`src/rtl/pipe_ctl_pkg.sv`:
```
// Definitions shared by the strobe sequencer and the pipeline control unit:
// strobe/flag polarities and the sequencer state encoding.
package pipe_ctl_pkg;

    localparam logic ACTIVE   = 1'b0;
    localparam logic INACTIVE = 1'b1;
    localparam logic FULL     = 1'b1;
    localparam logic EMPTY    = 1'b0;

    typedef enum logic [2:0] {
        IDLE,
        FETCH,
        WAIT_GO,
        EXEC,
        WAIT_FIN,
        ERR
    } pipe_state_t;

endpackage

```
`src/rtl/flag_sync.sv`:
```
// Two-flop synchronizer for a single control-unit flag; RST_VAL sets the
// value both flops take while rst is low.
module flag_sync #(
    parameter logic RST_VAL = 1'b0
) (
    input  logic clk,
    input  logic rst,
    input  logic d,
    output logic q
);

    logic meta;

    always_ff @(posedge clk or negedge rst) begin
        if (!rst) begin
            meta <= RST_VAL;
            q    <= RST_VAL;
        end else begin
            meta <= d;
            q    <= meta;
        end
    end

endmodule

```
`src/rtl/pipe_strobe_seq.sv`:
```
// Fetch/execute strobe sequencer driven by the pipeline control flags.
// Define PIPE_SEQ_TIMEOUT_EN to add the wait-state timeout and sticky err.
//
// state    | meaning
// IDLE     | not running, strobes high, waiting for start
// FETCH    | pcir_cs low for CS_WIDTH cycles
// WAIT_GO  | waiting for goahead FULL and finish EMPTY
// EXEC     | alu_cs low for CS_WIDTH cycles
// WAIT_FIN | waiting for finish FULL and goahead EMPTY, then count the pair
// ERR      | wait-state timeout, strobes high, left only through reset
module pipe_strobe_seq
    import pipe_ctl_pkg::*;
#(
    parameter int CS_WIDTH = 2,
    parameter int TIMEOUT  = 64
) (
    input  logic        clk,
    input  logic        rst,
    input  logic        start,
    input  logic        finish,
    input  logic        goahead,
    output logic        pcir_cs,
    output logic        alu_cs,
    output logic        busy,
    output logic        err,
    output logic [15:0] instr_cnt
);

    localparam logic [3:0] CS_LOAD = 4'(CS_WIDTH - 1);

    if (CS_WIDTH < 1 || CS_WIDTH > 15 || TIMEOUT < 2 || TIMEOUT > 255) begin : g_param_chk
        $error("pipe_strobe_seq: CS_WIDTH or TIMEOUT out of range");
    end

    pipe_state_t state;
    logic [3:0]  cs_cnt;
    logic        fin_s;
    logic        go_s;
    logic        go_ready;
    logic        fin_ready;

    flag_sync #(.RST_VAL(EMPTY)) u_fin_sync (
        .clk (clk),
        .rst (rst),
        .d   (finish),
        .q   (fin_s)
    );

    flag_sync #(.RST_VAL(FULL)) u_go_sync (
        .clk (clk),
        .rst (rst),
        .d   (goahead),
        .q   (go_s)
    );

    assign go_ready  = (go_s == FULL) && (fin_s == EMPTY);
    assign fin_ready = (fin_s == FULL) && (go_s == EMPTY);

`ifdef PIPE_SEQ_TIMEOUT_EN
    localparam logic [7:0] WAIT_LOAD = 8'(TIMEOUT - 1);
    logic [7:0] wait_cnt;
    logic       err_q;
    assign err = err_q;
`else
    assign err = 1'b0;
`endif

    always_ff @(posedge clk or negedge rst) begin
        if (!rst) begin
            state     <= IDLE;
            pcir_cs   <= INACTIVE;
            alu_cs    <= INACTIVE;
            busy      <= 1'b0;
            instr_cnt <= 16'h0000;
            cs_cnt    <= 4'd0;
`ifdef PIPE_SEQ_TIMEOUT_EN
            wait_cnt  <= 8'd0;
            err_q     <= 1'b0;
`endif
        end else begin
            case (state)
                IDLE: begin
                    if (start) begin
                        state   <= FETCH;
                        pcir_cs <= ACTIVE;
                        busy    <= 1'b1;
                        cs_cnt  <= CS_LOAD;
                    end
                end
                FETCH: begin
                    if (cs_cnt == 4'd0) begin
                        state   <= WAIT_GO;
                        pcir_cs <= INACTIVE;
`ifdef PIPE_SEQ_TIMEOUT_EN
                        wait_cnt <= WAIT_LOAD;
`endif
                    end else begin
                        cs_cnt <= cs_cnt - 4'd1;
                    end
                end
                WAIT_GO: begin
                    if (go_ready) begin
                        state  <= EXEC;
                        alu_cs <= ACTIVE;
                        cs_cnt <= CS_LOAD;
                    end
`ifdef PIPE_SEQ_TIMEOUT_EN
                    else if (wait_cnt == 8'd0) begin
                        state <= ERR;
                        busy  <= 1'b0;
                        err_q <= 1'b1;
                    end else begin
                        wait_cnt <= wait_cnt - 8'd1;
                    end
`endif
                end
                EXEC: begin
                    if (cs_cnt == 4'd0) begin
                        state  <= WAIT_FIN;
                        alu_cs <= INACTIVE;
`ifdef PIPE_SEQ_TIMEOUT_EN
                        wait_cnt <= WAIT_LOAD;
`endif
                    end else begin
                        cs_cnt <= cs_cnt - 4'd1;
                    end
                end
                WAIT_FIN: begin
                    // start is only sampled here, so dropping it never cuts a pair short
                    if (fin_ready) begin
                        instr_cnt <= instr_cnt + 16'd1;
                        if (start) begin
                            state   <= FETCH;
                            pcir_cs <= ACTIVE;
                            cs_cnt  <= CS_LOAD;
                        end else begin
                            state <= IDLE;
                            busy  <= 1'b0;
                        end
                    end
`ifdef PIPE_SEQ_TIMEOUT_EN
                    else if (wait_cnt == 8'd0) begin
                        state <= ERR;
                        busy  <= 1'b0;
                        err_q <= 1'b1;
                    end else begin
                        wait_cnt <= wait_cnt - 8'd1;
                    end
`endif
                end
                ERR: begin
                    pcir_cs <= INACTIVE;
                    alu_cs  <= INACTIVE;
                    busy    <= 1'b0;
                end
                default: begin
                    state   <= IDLE;
                    pcir_cs <= INACTIVE;
                    alu_cs  <= INACTIVE;
                    busy    <= 1'b0;
                end
            endcase
        end
    end

endmodule
```
`config.mk`:
```
export PLATFORM = sky130hd
export DESIGN_NAME = pipe_strobe_seq
export DESIGN_NICKNAME = d
export VERILOG_FILES = /design/src/rtl/pipe_ctl_pkg.sv /design/src/rtl/flag_sync.sv /design/src/rtl/pipe_strobe_seq.sv
export SDC_FILE = /design/constraint.sdc
export NUM_CORES = 1
export LEC_CHECK = 0
export CAP_MARGIN = 20
export CORE_MARGIN = 1.5
export CORE_UTILIZATION = 30
export DETAILED_ROUTE_END_ITERATION = 8
export GPL_TIMING_DRIVEN = 1
export PLACE_DENSITY = 0.6
export SYNTH_ARGS = -nofsm -noshare
export SYNTH_HDL_FRONTEND = slang
export SYNTH_HIERARCHICAL = 1
export SYNTH_SLANG_ARGS = --single-unit
```
`constraint.sdc`:
```
create_clock -name clk -period 4.51 [get_ports clk]
set_input_delay 1.353 -clock clk [delete_from_list [all_inputs] [get_ports clk]]
set_output_delay 1.353 -clock clk [all_outputs]
set_load 0.01 [all_outputs]
```
==> metrics.csv <==
stage,metric,value,unit
power,max-vdd-ir-drop,183,uV
power,powerDensity,468,mW/mm^2
power,total_power,0.832,mW
yosys,synthMuxAreaShare,0.00799,
yosys,synth_area,0.00141,sq mm
critical_path,worstSetupEndpointType,primary output,
layout,n_fill_cell,433,
layout,utilization,0.400,
power,p_int,0.560,mW
clock_tree,cts-root-buf,clkbuf_8,
global_routing,grt_antenna_before_repair,0,
layout,final_common_cell,dfrtp_1,
sta,clock_skew,0.00485,ns
layout,final_nets,166,
sta,min_period,2.71,ns
critical_path,r2r-start,state[1],
drt,first_iter_violations,30,
power,power_frac_clock,0.260,
yosys,synth_top_family_by_area,simple AND/OR/NAND/NOR gates,
floorplanning,die_x,71.5,microns
place,dp_hpwl,2.00,mm
power,combPwrFrac,0.274,
sta,finalSetupViolations,0,
clock_tree,cts_num_sinks,30,
power,leakagePower,0.779,nW
clock_tree,postCtsHoldBufs,0,
power,p_sw_frac,0.327,
global_routing,grt_pass1_vias,1072,
power,seqPwrFrac,0.466,
drt,drcViolationCount,0,
global_routing,grt_max_degree,31,
clock_tree,cts.clk_slew.worst_paths,0.06,ns
yosys,synth-simple-area-share,0.202,
layout,design_area,0.00178,sq mm
critical_path,r2r_slack,2.69,ns
layout,layout.cells.non_filler,212,
critical_path,arrival,1.35,ns
place,dp_cells,204,
place,port_buffers,23,
yosys,synth_cells,133,
critical_path,cp.depth,1,
yosys,synthAdderAreaFrac,0.0178,
clock_tree,cts_buffer_depth,2,
drt,drtPass1Iterations,4,
floorplanning,die-area,0.00512,sq mm
critical_path,crit_path_top_delay_cell,dfstp_2,
place,place_area,0.00169,sq mm
floorplanning,die_height,71.5,microns
outcome,outcome,completed,
floorplanning,design.core.area,0.00444,sq mm
sta,finalHoldViolCount,0,
global_routing,grt_first_pass_wirelength,4.74,mm
sta,tns,0,ns
yosys,synth_compound_area_frac,0.0924,
critical_path,endpoint,pcir_cs,
critical_path,slowest_delay,0.55,ns
power,p_sw,0.272,mW
critical_path,start_kind,flip-flop,
floorplanning,initial_core_util,0.317,
drt,ant_nets,0,
yosys,ys_seq_area_frac,0.536,
critical_path,rr_worst_depth,3,
global_routing,grt_overflow_total,0,
clock_tree,cts-resized-gates,0,
layout,synthToLayoutAreaGrowth,26.3,%
global_routing,grt_usage,0.118,
job,max_cap_violations,0,
critical_path,path_cells,clkdlybuf4s50_1,
clock_tree,cts_buffers,5,
drt,route.detailed.wl_per_inst,13.1,microns
clock_tree,clkLatencyLatePin,0.27,ns
critical_path,crit_type,reg2out,
critical_path,path_buf_inv,1,
drt,dr_total_vias,1065,
sta,report.final.slew_viol_count,0,
clock_tree,htreeDepth,2,
layout,mostFrequentLayoutCells,"26 x dfrtp_1, 23 x clkdlybuf4s50_1, 11 x nor2_1, 10 x nand2_1, 9 x xnor2_1",
min_path,hold_class,reg2reg,
layout,drive_above_1_share,0.113,
yosys,synth_nets,140,
critical_path,path_delay_family,flip-flops,
yosys,syn_avg_cell_area,10.6,sq um
yosys,ys_warn_count,6,
floorplanning,row_count,24,
critical_path,crit_start,pcir_cs,
place,gp_congestion,0.756,
drt,via_per_inst,5.02,
sta,fmax,369,MHz
critical_path,path_max_fanout,3,
yosys,yosys_register_bits,30,
yosys,synth_cell_types,35,
sta,min_period_over_period,0.600,
layout,diodes,0,
critical_path,critPathRequiredTime,3.16,ns
clock_tree,cts_tree,done,
drt,wl,2.77,mm
clock_tree,postCtsSetupRepairBufs,0,
floorplanning,ios,25,
sta,rsz0062_at_grt,no,
yosys,synthXorXnorAreaFrac,0.106,
critical_path,r2r-end,instr_cnt[1],
-- routing by layer --
layer,wire length [microns],vias to the layer above,GRT usage
met4,55,0,0.0650
met3,129,5,0.0281
li1,-,513,-
met1,1250,518,0.145
met2,1340,29,0.190
met5,0,-,0
-- synthesized netlist by cell type --
| library cell | n | area share |
|---|---|---|
| a221oi_1 | 1 | 0.0062 |
| a21bo_2 | 1 | 0.0071 |
| o21ai_0 | 7 | 0.025 |
| mux2_2 | 1 | 0.0080 |
| conb_1 | 1 | 0.0027 |
| nand4_2 | 1 | 0.0089 |
| inv_1 | 7 | 0.019 |
| dfrtp_1 | 26 | 0.46 |
| a22o_1 | 1 | 0.0062 |
| ha_1 | 2 | 0.018 |
| o32a_1 | 1 | 0.0071 |
| a211o_1 | 1 | 0.0062 |
| or3b_2 | 1 | 0.0062 |
| clkbuf_1 | 3 | 0.0080 |
| nand2b_1 | 2 | 0.0089 |
| and4_1 | 2 | 0.012 |
| o21a_1 | 1 | 0.0053 |
| nand2_1 | 10 | 0.027 |
| xor2_1 | 8 | 0.050 |
| o221ai_1 | 1 | 0.0062 |
| and2_1 | 2 | 0.0089 |
| o22ai_1 | 2 | 0.0089 |
| nor3_1 | 5 | 0.018 |
| buf_4 | 1 | 0.0053 |
| nor4_2 | 1 | 0.0089 |
| dfstp_2 | 4 | 0.075 |
| nor2b_1 | 1 | 0.0044 |
| nor4b_4 | 1 | 0.017 |
| and3_1 | 1 | 0.0044 |
| buf_2 | 1 | 0.0035 |
| xnor2_1 | 9 | 0.056 |
| nor2_1 | 11 | 0.029 |
| nand3_1 | 6 | 0.021 |
| nand4_1 | 6 | 0.027 |
| a21oi_1 | 4 | 0.014 |
-- final cells by class --
type | instances | area, sq um | area share
inverter | 7 | 26.3 | 0.0148
timing repair buffer | 24 | 238 | 0.134
clock buffer | 7 | 86.3 | 0.0485
multi-input combinational | 91 | 603 | 0.339
clock inverter | 1 | 5.00 | 0.00281
tap | 52 | 65.1 | 0.0366
sequential | 30 | 756 | 0.425
-- logic make-up after synthesis --
| kind of cell | Yosys count |
|---|---|
| multiplexers | 1 |
| AO/OA/AOI/OAI | 20 |
| XOR/XNOR | 17 |
| buffers and inverters | 12 |
| other | 1 |
| AND/OR/NAND/NOR | 50 |
| adder cells (fa/ha/maj) | 2 |
| flip-flops | 30 |
-- sequential cells by signal (all words and copies together), names as in the netlist --
name,cells
cs_cnt,4
u_go_sync/q,1
state,3
instr_cnt,16
busy,1
u_fin_sync/meta,1
pcir_cs,1
u_go_sync/meta,1
alu_cs,1
u_fin_sync/q,1
-- worst min-delay path by stage --
stage | slack [ns] | to | start | cells past startpoint
after floorplan | 0.33 | u_fin_sync/q | u_fin_sync/meta | 0
after global placement | 0.33 | u_fin_sync/q | u_fin_sync/meta | 0
after detailed placement | 0.34 | u_fin_sync/q | u_fin_sync/meta | 0
after CTS | 0.35 | u_fin_sync/q | u_fin_sync/meta | 0
after global routing | 0.37 | u_fin_sync/q | u_fin_sync/meta | 0
final | 0.35 | u_fin_sync/q | u_fin_sync/meta | 0
-- through the flow --
step	hold slack (ns)	worst slack (ns)
after floorplan	0.331	2.59
after global placement	0.334	2.04
after detailed placement	0.339	2.01
after CTS	0.354	1.79
after global routing	0.367	1.77
final	0.352	1.80
-- power by group through the flow --
stage	logic (mW)	registers, mW	clock network (mW)
3_3_place_gp	0.220	0.390	0
6_report	0.228	0.388	0.216
4_1_cts	0.230	0.388	0.227
5_1_grt	0.261	0.399	0.239
2_1_floorplan	0.175	0.366	0
3_5_place_dp	0.228	0.393	0
Power figures use the tool's default switching activity.
